--- config.mk ---
export PLATFORM = sky130hd
export DESIGN_NAME = sdm_cic_decimator
export DESIGN_NICKNAME = d
export VERILOG_FILES = /design/src/rtl/sdm_pkg.sv /design/src/rtl/sdm_cic_comb_stage.sv /design/src/rtl/sdm_cic_decimator.sv
export SDC_FILE = /design/constraint.sdc
export NUM_CORES = 1
export LEC_CHECK = 0
export ABC_CLOCK_PERIOD_IN_PS = 4570
export CELL_PAD_IN_SITES_DETAIL_PLACEMENT = 0
export CELL_PAD_IN_SITES_GLOBAL_PLACEMENT = 1
export CORE_MARGIN = 2
export CORE_UTILIZATION = 53
export CTS_CLUSTER_DIAMETER = 30
export CTS_CLUSTER_SIZE = 40
export DETAILED_ROUTE_END_ITERATION = 8
export HOLD_SLACK_MARGIN = 0.06
export PLACE_DENSITY = 0.88
export SYNTH_ARGS = -nofsm -noshare
export SYNTH_HDL_FRONTEND = slang
export SYNTH_HIERARCHICAL = 1
export SYNTH_SLANG_ARGS = --single-unit
--- constraint.sdc ---
create_clock -name clk -period 4.57 [get_ports clk]
set_input_delay 0.914 -clock clk [delete_from_list [all_inputs] [get_ports clk]]
set_output_delay 0.914 -clock clk [all_outputs]
set_load 0.05 [all_outputs]
--- src/rtl/sdm_pkg.sv ---
// Shared definitions for the sigma-delta audio path.
//
// Contents:
//   SDM_AUDIO_W  - PCM word width used on both sides of the converter.
//   cic_width()  - internal CIC register width for a given order / decimation.
//   sat_shift()  - arithmetic shift right (left when shift is negative)
//                  followed by saturation to a signed out_w-bit range.
//
// Both functions are also used by the modulator-side bench models, so they
// are kept generic (wide signed operands, integer parameters).
package sdm_pkg;

    localparam int SDM_AUDIO_W = 16;

    // Worst-case CIC gain is R^ORDER on a +/-1 input, so ORDER*LOG2_R bits
    // of growth plus 2 bits for the signed input value.
    function automatic int cic_width(input int order, input int log2_r);
        return 2 + order * log2_r;
    endfunction

    function automatic logic signed [63:0] sat_shift(
        input logic signed [63:0] value,
        input int                 shift,
        input int                 out_w
    );
        logic signed [63:0] shifted;
        logic signed [63:0] max_v;
        logic signed [63:0] min_v;
        if (shift >= 0) begin
            shifted = value >>> shift;
        end else begin
            shifted = value <<< (-shift);
        end
        max_v = (64'sd1 <<< (out_w - 1)) - 64'sd1;
        min_v = -(64'sd1 <<< (out_w - 1));
        if (shifted > max_v) begin
            return max_v;
        end else if (shifted < min_v) begin
            return min_v;
        end
        return shifted;
    endfunction

endpackage

--- src/rtl/sdm_cic_comb_stage.sv ---
// One registered CIC comb (differentiator) stage at the decimated rate.
//
// Ports:
//   clk        in   system clock
//   rst_n      in   synchronous active-low reset
//   in_valid   in   in_data carries a decimated word this cycle
//   in_data    in   W-bit word (modulo 2^W arithmetic)
//   out_valid  out  in_valid delayed by one cycle
//   out_data   out  in_data minus the previous accepted in_data
//
// The delay register only advances on valid words, so idle cycles between
// decimated samples do not disturb the difference.
module sdm_cic_comb_stage #(
    parameter int W = 20
) (
    input  logic         clk,
    input  logic         rst_n,
    input  logic         in_valid,
    input  logic [W-1:0] in_data,
    output logic         out_valid,
    output logic [W-1:0] out_data
);

    logic [W-1:0] delay_reg;

    always_ff @(posedge clk) begin
        if (!rst_n) begin
            delay_reg <= '0;
            out_valid <= 1'b0;
            out_data  <= '0;
        end else begin
            out_valid <= in_valid;
            if (in_valid) begin
                out_data  <= in_data - delay_reg;
                delay_reg <= in_data;
            end
        end
    end

endmodule

--- src/rtl/sdm_cic_decimator.sv ---
// CIC decimator turning a 1-bit sigma-delta bitstream into signed PCM.
//
// Chain: ORDER integrators at the input rate -> decimate by 2^LOG2_R ->
// ORDER registered comb stages -> shift/saturate to OUT_W bits (registered).
// The first ORDER decimated words after reset are start-up transients and
// are suppressed.
//
// Ports:
//   clk        in   system clock
//   rst_n      in   synchronous active-low reset
//   valid_in   in   sdm_in carries a new bitstream sample this cycle
//   sdm_in     in   bitstream sample (1 -> +1, 0 -> -1)
//   valid_out  out  one-cycle strobe, audio_out holds a new word
//   audio_out  out  signed PCM, held between strobes
module sdm_cic_decimator
    import sdm_pkg::*;
#(
    parameter int ORDER  = 3,
    parameter int LOG2_R = 6,
    parameter int OUT_W  = SDM_AUDIO_W
) (
    input  logic             clk,
    input  logic             rst_n,
    input  logic             valid_in,
    input  logic             sdm_in,
    output logic             valid_out,
    output logic [OUT_W-1:0] audio_out
);

    localparam int W      = cic_width(ORDER, LOG2_R);
    localparam int SHIFT  = ORDER * LOG2_R + 1 - OUT_W;
    localparam int WARM_W = $clog2(ORDER + 1);
    localparam logic [WARM_W-1:0] WARM_DONE = WARM_W'(ORDER);

    // ---------------------------------------------------------------
    // Integrators (input rate). Wrap-around is harmless: the combs
    // take differences modulo 2^W and the wraps cancel.
    // ---------------------------------------------------------------
    logic [W-1:0] x;
    logic [W-1:0] integ_reg [ORDER];

    assign x = sdm_in ? W'(1) : '1;

    always_ff @(posedge clk) begin
        if (!rst_n) begin
            for (int i = 0; i < ORDER; i++) begin
                integ_reg[i] <= '0;
            end
        end else if (valid_in) begin
            integ_reg[0] <= integ_reg[0] + x;
            for (int i = 1; i < ORDER; i++) begin
                integ_reg[i] <= integ_reg[i] + integ_reg[i-1];
            end
        end
    end

    // ---------------------------------------------------------------
    // Decimation: every R-th accepted sample captures the last
    // integrator into the comb pipeline.
    // ---------------------------------------------------------------
    logic [LOG2_R-1:0] dec_cnt_reg;
    logic              strobe;
    logic              cap_valid_reg;
    logic [W-1:0]      cap_data_reg;

    assign strobe = valid_in && (dec_cnt_reg == '1);

    always_ff @(posedge clk) begin
        if (!rst_n) begin
            dec_cnt_reg   <= '0;
            cap_valid_reg <= 1'b0;
            cap_data_reg  <= '0;
        end else begin
            cap_valid_reg <= strobe;
            if (valid_in) begin
                dec_cnt_reg <= dec_cnt_reg + LOG2_R'(1);
            end
            if (strobe) begin
                cap_data_reg <= integ_reg[ORDER-1];
            end
        end
    end

    // ---------------------------------------------------------------
    // Comb pipeline: one stage per cycle, so back-to-back decimated
    // words never collide.
    // ---------------------------------------------------------------
    logic [ORDER:0]        comb_valid;
    logic [ORDER:0][W-1:0] comb_data;

    assign comb_valid[0] = cap_valid_reg;
    assign comb_data[0]  = cap_data_reg;

    generate
        for (genvar gi = 0; gi < ORDER; gi++) begin : g_comb
            sdm_cic_comb_stage #(
                .W(W)
            ) u_comb (
                .clk       (clk),
                .rst_n     (rst_n),
                .in_valid  (comb_valid[gi]),
                .in_data   (comb_data[gi]),
                .out_valid (comb_valid[gi+1]),
                .out_data  (comb_data[gi+1])
            );
        end
    endgenerate

    // ---------------------------------------------------------------
    // Output stage with warm-up suppression.
    // ---------------------------------------------------------------
    logic [WARM_W-1:0] warm_reg;

    always_ff @(posedge clk) begin
        if (!rst_n) begin
            warm_reg  <= '0;
            valid_out <= 1'b0;
            audio_out <= '0;
        end else begin
            valid_out <= 1'b0;
            if (comb_valid[ORDER]) begin
                if (warm_reg != WARM_DONE) begin
                    warm_reg <= warm_reg + WARM_W'(1);
                end else begin
                    valid_out <= 1'b1;
                    audio_out <= OUT_W'(sat_shift(64'(signed'(comb_data[ORDER])),
                                                  SHIFT, OUT_W));
                end
            end
        end
    end

endmodule
* Word level (Yosys, flattened, before mapping)
Memories as Yosys holds them, arrays and structs flattened. Index checks and enable logic that the tools add are counted.
Word-level totals: input port bits 4, register bits 169, logic and storage cells 56, memory bits (writable) 60, memories 1
Cells by class: bitwise operators 4, equal/unequal tests 2, reductions and logical operators 4, multiplexer cells 20, order comparisons 2, $add $sub $neg 8
Memories:
- integ_reg | depth 3, width 20, read ports 3, clocked after Yosys merged registers in 0, wr ports 3, line sdm_cic_decimator.sv:40 | logic [W-1:0] integ_reg [ORDER];
Operators by type and width (count):
- $mux 64 | 3
- $mux 20 | 4
- $gt 64x16->1 const B | 1
- $lt 64x16->1 const B | 1
- $add 20x20->20 | 3
- $sub 20x20->20 | 3
- $mux 16 | 3
- $mux 1 | 10
- $add 6x1->6 const B | 1
- $eq 6x6->1 const B | 1
- $reduce_and 2->1 | 3
- $or 1x1->1 | 3
- $add 2x1->2 const B | 1
- $ne 2x2->1 const B | 1
- $logic_and 1x1->1 | 1
- $not 1->1 | 1

* Longest topological paths before layout
Gate-level depths: netlist (run 1).
word-level depth 11, mapped depth 10, depth with buffers taken out 10

* Modules after synthesis
The synthesis (run 1) kept the hierarchy.
By module, submodules not included:
- sdm_cic_comb_stage | area an instance 2502.4 µm², cells each 299, instances 3
- sdm_cic_decimator | area an instance 6754.0 µm², cells each 729, instances 1

* Least setup slack after synthesis (run 1)
Ideal clock, no wire load.
kind input -> register, start in sdm_in, end mem integ_reg[0][19] (data pin), setup slack 1.447 ns, buffers on the path 1, library setup time 0.261 ns, arrival 2.862 ns, stages on the path 9, cell sequence inv_1 -> ha_1 -> buf_2 -> a21oi_2 -> a21oi_1 -> or4_1 -> nor3_2 -> o21ai_0 -> nor3b_2
RTL lines:
- from (decl) | line sdm_cic_decimator.sv:25 | input logic sdm_in,
- to (decl) | line sdm_cic_decimator.sv:40

==> flow_metrics.tcl, run 1 <==
set metrics [dict create \
    outcome "finished, final reports clean" \
    syn_avg_cell_area_sq_um 8.77 \
    r2r-start "integ_reg[0][0]" \
    htree_levels 2 \
    dieArea_sq_um 28000 \
    setup_tns_ps 0 \
    post_drt_wl_per_cell_um 16.5 \
    cts_hold_buf 0 \
    crit_arrival_ps 3750 \
    coreArea_sq_um 26100 \
    start_util_pct 54.2 \
    fin_skew_ps 17.9 \
    tightest_slew_ps 964 \
    holdPathEnd "g_comb[2].u_comb/out_data[18]" \
    timing.final.crit_share_pct 75.6 \
    reg2reg_to "integ_reg[0][34]" \
    fp.dieW_um 167 \
    grt_max_degree 61 \
    track_usage_pct 24.1 \
    max_freq_ghz 0.289 \
    syn_nets 1740 \
    crit_path_end_kind "flip-flop" \
    drive_gt1_share_pct 8.55 \
    layout_min_cycle_time_ps 3460 \
    cts_made_buffers 56 \
    die_height_um 167 \
    dpl.hpwl_um 23300 \
    root_buffer "clkbuf_16" \
    post-route-drc-count 0 \
    setup_viol 0 \
    firstDrtPassIters 5 \
    drv_cap 0 \
    drt-met1-wl_um 15400 \
    clock_sinks 226 \
    holdCritStartpoint "g_comb[2].u_comb/out_data[18]" \
    diodes 0 \
    utilization_pct 62.8 \
    hold_viol 0 \
    path_clk_slew_ps 50 \
    routed_wl_um 33300 \
    met2RoutedLength_um 15700 \
    slew_viol_final 0 \
    cts.repair.resized 0 \
    p_leak_uw 0.00662 \
    antenna_found_initial 0 \
    fin_nets 1763 \
    first_global_vias 11500 \
    hold_path_class "reg -> reg" \
    io_pins 21 \
    power_density_nw_per_um2 407 \
    clock_latency_ps 550 \
    vias_per_cell 5.83 \
    worstSetupPathType "in -> reg" \
    antenna_left 0 \
    tritoncts "done" \
    routabilityCongestion 0.887 \
    ir_drop_uv 417 \
    n_fill_cell 2277 \
    synthCells 1615 \
    cp-start-kind "input port" \
    dr.first_iter.drc_count 758 \
    port_buffers 20 \
    areaGrowthSynthToFinish_pct 16.0 \
    synth_warnings 6 \
    place_ws_ps 624 \
    rsz0062_at_grt "false" \
    vias 11800 \
    r2r_slack_ps 1870 \
    syn_area_sq_um 14200 \
    hold_path_depth 1 \
    wl_met3_um 1200 \
    r2r_cells 8 \
    cts_setup_buffers 0 \
    grt_overflow_total 0 \
    slew_headroom_pct 35.7 \
    required_ps 4860 \
    clk_path_buf_depth 3 \
    path_max_fanout 19 \
    grt_pass1_wl_um 56700 \
    fp-row-count 59 \
    dr.max_layer_used "met4" \
    layout_setup_ws_ps 1110 \
]
## per-layer routing
| layer | GRT usage, % | vias to the layer above |
|---|---|---|
| li1 | - | 5920 |
| met1 | 31.7 | 5568 |
| met3 | 3.36 | 74 |
| met5 | 0 | - |
| met2 | 40.7 | 213 |
| met4 | 8.77 | 0 |
## how the worst max path moves through the flow
| stage | start | end | cells after the start |
|---|---|---|---|
| floorplan | sdm_in | integ_reg[0][19] | 9 |
| global placement | sdm_in | integ_reg[0][12] | 9 |
| detailed placement | sdm_in | integ_reg[0][19] | 9 |
| CTS | sdm_in | integ_reg[0][12] | 9 |
| global route | sdm_in | integ_reg[0][12] | 9 |
| finish | sdm_in | integ_reg[0][12] | 9 |
## layout by cell type, fill, tap and decap left out, types with 59 or more instances in the layout
master     count
a21oi_1      110
clkbuf_16     59
dfxtp_1      163
edfxtp_1      60
ha_1         115
inv_1         81
mux2i_1       76
nand2_1      146
nor2_1       170
o21ai_0       67
## where the power goes
part | internal (uW) | switching [uW] | total, uW
sequential | 2140 | 66.4 | 2210
combinational | 282 | 414 | 696
clock | 2510 | 1250 | 3770
total | 4940 | 1730 | 6670
## worst max-delay path, stage by stage
cell,delay [ps]
clkdlybuf4s50_1,450
inv_1,570
ha_1,420
a211oi_2,300
o211ai_1,160
a31oi_1,510
o21ai_0,200
xnor2_1,170
nor2_1,50
## area by class of cell
class	count	area [sq um]	area share (%)
clock buffers	69	1530	9.34
well taps	335	419	2.55
clock inverters	35	310	1.89
repair buffers	30	283	1.72
flip-flops and latches	226	5130	31.2
inverters	81	304	1.85
multi-input cells	1243	8440	51.4
## through the flow
| step | cell area [sq um] | power, uW | hold WS (ps) | cells |
|---|---|---|---|---|
| finish | 16400 | 6670 | 462 | 2019 |
| global route | 16400 | 6950 | 482 | 2019 |
| CTS | 16400 | 6730 | 464 | 2019 |
| floorplan | 14200 | 2780 | 436 | 1615 |
| detailed placement | 14600 | 2930 | 454 | 1915 |
| global placement | 14600 | 2920 | 454 | 1915 |
No activity file was read; power rests on OpenSTA's default activity.
==> run 2, diff against run 1 <==
- ABC_CLOCK_PERIOD_IN_PS: 4570 -> 3250
- CORE_UTILIZATION: 53 -> 49
- PLACE_DENSITY: 0.88 -> 0.82
- clock period: 4.57 -> 3.25 ns (I/O delays scaled with it)
==> run 2 against run 1 <==
First-iteration DRC count decreased by 24%. Sequential share of layout area down 0.51 points. Critical path type unchanged. Setup slack lost 660 ps. Sequential power up 41%. Final cell count grew 3.4%. Power rose by 42%. Routed wire length increased by 2.5%. Die area rose by 8.0%. Design area is 1.7% higher. Combinational power is 47% higher. Clock power grew 42%. Utilization fell by 4.4 points.
==> flow_metrics.tcl, run 2 (same netlist as run 1, synthesis figures left out) <==
set metrics [dict create \
    final_cell_area_sq_um 16700 \
    tightest_slew_ps 616 \
    vias_per_cell 5.65 \
    dieArea_sq_um 30300 \
    hold_path_depth 2 \
    slew_headroom_pct 58.9 \
    outcome "finished, final reports clean" \
    n_fill_cell 2605 \
    routed_wl_um 34100 \
    cts_setup_buffers 0 \
    cts.repair.resized 0 \
    final_common_cell "nor2_1" \
    coreArea_sq_um 28500 \
    crit_arrival_ps 3090 \
    cpPeakStageDelay_ps 470 \
    required_ps 3540 \
    rsz0062_at_grt "false" \
    worst-path-buf-inv 3 \
    slowest_stage "clkdlybuf4s50_1" \
    slew_viol_final 0 \
    grt_overflow_total 0 \
    areaGrowthSynthToFinish_pct 17.9 \
    cp.depth 10 \
    power_density_nw_per_um2 568 \
    fp.dieW_um 174 \
    placed_cell_area_sq_um 14800 \
    final_cell_mix "nor2_1, dfxtp_1, nand2_1" \
    hold_viol 0 \
    grt_max_degree 38 \
    clock_sinks 226 \
    fin_skew_ps 15.7 \
    cts_hold_buf 0 \
    dpl.hpwl_um 24600 \
    root_buffer "clkbuf_16" \
    dr.first_iter.drc_count 577 \
    max_freq_ghz 0.357 \
    fp-row-count 62 \
    antenna_left 0 \
    fin_nets 1785 \
    drive_gt1_share_pct 9.51 \
    firstDrtPassIters 5 \
    first_global_vias 11500 \
    diodes 0 \
    layout_min_cycle_time_ps 2800 \
    ir_drop_uv 468 \
    antenna_found_initial 0 \
    cp-start-kind "input port" \
    clock_latency_ps 540 \
    routabilityCongestion 0.844 \
    utilization_pct 58.5 \
    crit_chain "clkdlybuf4s50_1, inv_1, buf_4, ha_1, a21o_1, a21oi_1, a21boi_0, nor4b_1, o21bai_1, and3_1" \
    vias 11800 \
    tritoncts "done" \
    crit_path_end_kind "flip-flop" \
    worstSetupPathType "in -> reg" \
    setup_viol 0 \
    hold_path_class "reg -> reg" \
    track_usage_pct 22.6 \
    holdWs_ps 469 \
    drv_cap 0 \
    start_util_pct 49.6 \
    post_drt_wl_per_cell_um 16.3 \
    port_buffers 20 \
    p_leak_uw 0.00674 \
    timing.final.crit_share_pct 86.1 \
    path_clk_slew_ps 50 \
    grt_pass1_wl_um 57100 \
    critical-path-top-delay-family "buffers and inverters" \
    die_height_um 174 \
    htree_levels 2 \
    post-route-drc-count 0 \
    clk_path_buf_depth 3 \
    path_max_fanout 6 \
    cts_made_buffers 55 \
    io_pins 21 \
    r2r_cells 8 \
]
run 2: metal layers:
layer	global-route usage [%]	vias to the layer above	part of all wire (%)	routed length (um)
met1	29.9	5567	47	16000
met2	37.8	204	47	15900
met5	0	-	0	0
met4	7.95	0	2.9	984
met3	3.39	68	3.7	1270
li1	-	5961	-	-
run 2: worst paths after layout:
check | start | to | slack, ps
setup / recovery | sdm_in | integ_reg[0][9] | 450
setup reg to reg | integ_reg[0][0] | integ_reg[0][32] | 660
hold reg to reg | g_comb[2].u_comb/out_data[9] | g_comb[2].u_comb/out_data[9] | 470
hold / removal | g_comb[2].u_comb/out_data[9] | g_comb[2].u_comb/out_data[9] | 470
run 2: worst min-delay path: stages (launching register included):
cell	delay (ps)
dfxtp_1	310
nand2_1	60
a21oi_1	50
run 2: cell type report:
cell class                 count  area, sq um  share of cell area (%)
sequential                   226         5130                    30.7
multi-input combinational   1243         8440                    50.6
timing repair buffer          53          480                    2.88
clock buffer                  71         1560                    9.35
tap                          384          480                    2.88
clock inverter                29          299                    1.79
inverter                      81          304                    1.82
run 2: power by group:
group,switching (uW),internal [uW]
logic,593,425
registers,91.0,3010
clock network,1680,3680
total,2360,7120
run 2: per-stage QoR:
| stage | std cells | worst slack, ps | total power (uW) | setup TNS, ps |
|---|---|---|---|---|
| 2_1_floorplan | 1615 | 391 | 3910 | 0 |
| 3_3_place_gp | 1987 | -35.2 | 4150 | -109 |
| 3_5_place_dp | 1987 | -79.4 | 4160 | -243 |
| 4_1_cts | 2087 | 487 | 9580 | 0 |
| 5_1_grt | 2087 | 279 | 9860 | 0 |
| 6_report | 2087 | 452 | 9480 | 0 |
==> run 3, diff against run 2 <==
==> constraint.sdc (replaced) <==
create_clock -name clk -period 3.25 [get_ports clk]
set_input_delay 0.4875 -clock clk [delete_from_list [all_inputs] [get_ports clk]]
set_output_delay 0.4875 -clock clk [all_outputs]
set_load 0.05 [all_outputs]
==> run 3 against run 2 <==
Sequential power hardly changed. Global-route usage is 0.35 points lower. Register-to-register slack better by 30 ps. Clock skew is 2.8 ps lower. First-iteration DRC count is 11% higher. Design area stayed put. Final cell count is 0.38% lower. Combinational power hardly changed. Via count is 0.79% lower. Largest power group unchanged.
==> flow_metrics.tcl, run 3 (same netlist as run 1, synthesis figures left out) <==
set metrics [dict create \
    post-route-drc-count 0 \
    grt_max_degree 50 \
    p_seq_share_pct 32.2 \
    diodes 0 \
    hold_viol 0 \
    timing.final.crit_share_pct 78.8 \
    stdcell_count 2079 \
    placed_cell_area_sq_um 14800 \
    layout_min_cycle_time_ps 2560 \
    final_cell_area_sq_um 16700 \
    p_int_uw 7250 \
    track_usage_pct 22.3 \
    clk_path_buf_depth 3 \
    io_pins 21 \
    max_freq_ghz 0.390 \
    vias 11700 \
    rsz0062_at_grt "false" \
    p_sw_uw 2370 \
    path_clk_slew_ps 50 \
    hold_path_class "in -> reg" \
    crit_path_end_kind "flip-flop" \
    path_max_fanout 5 \
    cts_setup_buffers 0 \
    final_cell_mix "nor2_1, dfxtp_1, nand2_1" \
    areaGrowthSynthToFinish_pct 17.9 \
    setup_viol 0 \
    start_util_pct 49.6 \
    tritoncts "done" \
    ir_drop_uv 440 \
    vias_per_cell 5.63 \
    drive_gt1_share_pct 9.26 \
    slew_headroom_pct 54.6 \
    coreArea_sq_um 28500 \
    drv_cap 0 \
    p_leak_uw 0.00674 \
    root_buffer "clkbuf_16" \
    firstDrtPassIters 5 \
    routed_wl_um 33400 \
    cts_made_buffers 54 \
    cts_hold_buf 0 \
    post_drt_wl_per_cell_um 16.1 \
    dr.first_iter.drc_count 638 \
    antenna_found_initial 0 \
    dpl.hpwl_um 24100 \
    cts.repair.resized 0 \
    grt_pass1_wl_um 56300 \
    dieArea_sq_um 30300 \
    combPwrFrac_pct 10.4 \
    dpl.cell_count 1979 \
    htree_levels 2 \
    crit_arrival_ps 2850 \
    setup_tns_ps 0 \
    final_common_cell "nor2_1" \
    swShare_pct 24.7 \
    place_ws_ps 158 \
    utilization_pct 58.5 \
    die_height_um 174 \
    clkPwrFrac_pct 57.4 \
    fin_skew_ps 13.0 \
    grt_overflow_total 0 \
    fin_nets 1776 \
    antenna_left 0 \
    port_buffers 20 \
    clock_sinks 226 \
    routabilityCongestion 0.869 \
    required_ps 3540 \
    fp-row-count 62 \
    cp-start-kind "flip-flop" \
    slew_viol_final 0 \
    first_global_vias 11300 \
    tightest_slew_ps 681 \
    clock_latency_ps 550 \
    worstSetupPathType "reg -> reg" \
    fp.dieW_um 174 \
    outcome "finished, final reports clean" \
    layout_setup_ws_ps 688 \
    power_density_nw_per_um2 576 \
]
run 3: cell count changes in the layout (fill, tap and decap cells not counted), moves of 2 or more:
cell        change
clkbuf_1        -3
clkinv_2       +11
inv_6           +2
bufinv_16       +4
clkinvlp_4      -4
clkbuf_8        -4
clkinv_8        +2
buf_4           -8
clkbuf_16       -2
clkinv_4        -2
inv_4           -5
run 3: layout make-up:
cell class	instances	area, sq um
Clock buffer	62	1440
Clock inverter	38	475
Fill cell	2623	11900
Inverter	81	304
Multi-Input combinational cell	1243	8440
Sequential cell	226	5130
Tap cell	384	480
Timing Repair Buffer	45	420
run 3: worst max-delay path, stage by stage (launching register included):
cell and delay (ps):
edfxtp_1 490, ha_1 280, fa_1 420, a211oi_1 230
o21ai_1 190, o211ai_1 290, a21boi_0 170, nor3_1 160
nor3_1 70
run 3: routing by layer:
| layer | track usage (%) | up-vias | wire length (um) |
|---|---|---|---|
| met3 | 3.17 | 35 | 1150 |
| met4 | 5.67 | 0 | 485 |
| met1 | 29.8 | 5557 | 15800 |
| met5 | 0 | - | 0 |
| li1 | - | 5933 | - |
| met2 | 38.0 | 182 | 15900 |
run 3: path summary, 6_finish.rpt:
check | end | from | cells past startpoint | slack [ps]
setup / recovery | integ_reg[0][34] | integ_reg[0][0] | 8 | 690
hold / removal | g_comb[1].u_comb/out_data[7] | rst_n | 2 | 390
setup reg to reg | integ_reg[0][34] | integ_reg[0][0] | 8 | 690
hold reg to reg | g_comb[2].u_comb/out_data[17] | g_comb[2].u_comb/out_data[17] | 2 | 460
run 3: per-stage QoR:
| stage | total power [uW] | hold WS (ps) |
|---|---|---|
| floorplan | 3910 | 436 |
| CTS | 9730 | 372 |
| finish | 9620 | 390 |
| detailed placement | 4140 | 454 |
| global placement | 4130 | 455 |
| global route | 10000 | 389 |
run 3: power by group through the flow:
stage | Sequential (uW) | Clock, uW | Combinational (uW)
2_1_floorplan | 3110 | 0 | 800
3_3_place_gp | 3150 | 0 | 973
3_5_place_dp | 3160 | 0 | 987
4_1_cts | 3100 | 5630 | 994
5_1_grt | 3110 | 5790 | 1120
6_report | 3100 | 5520 | 996
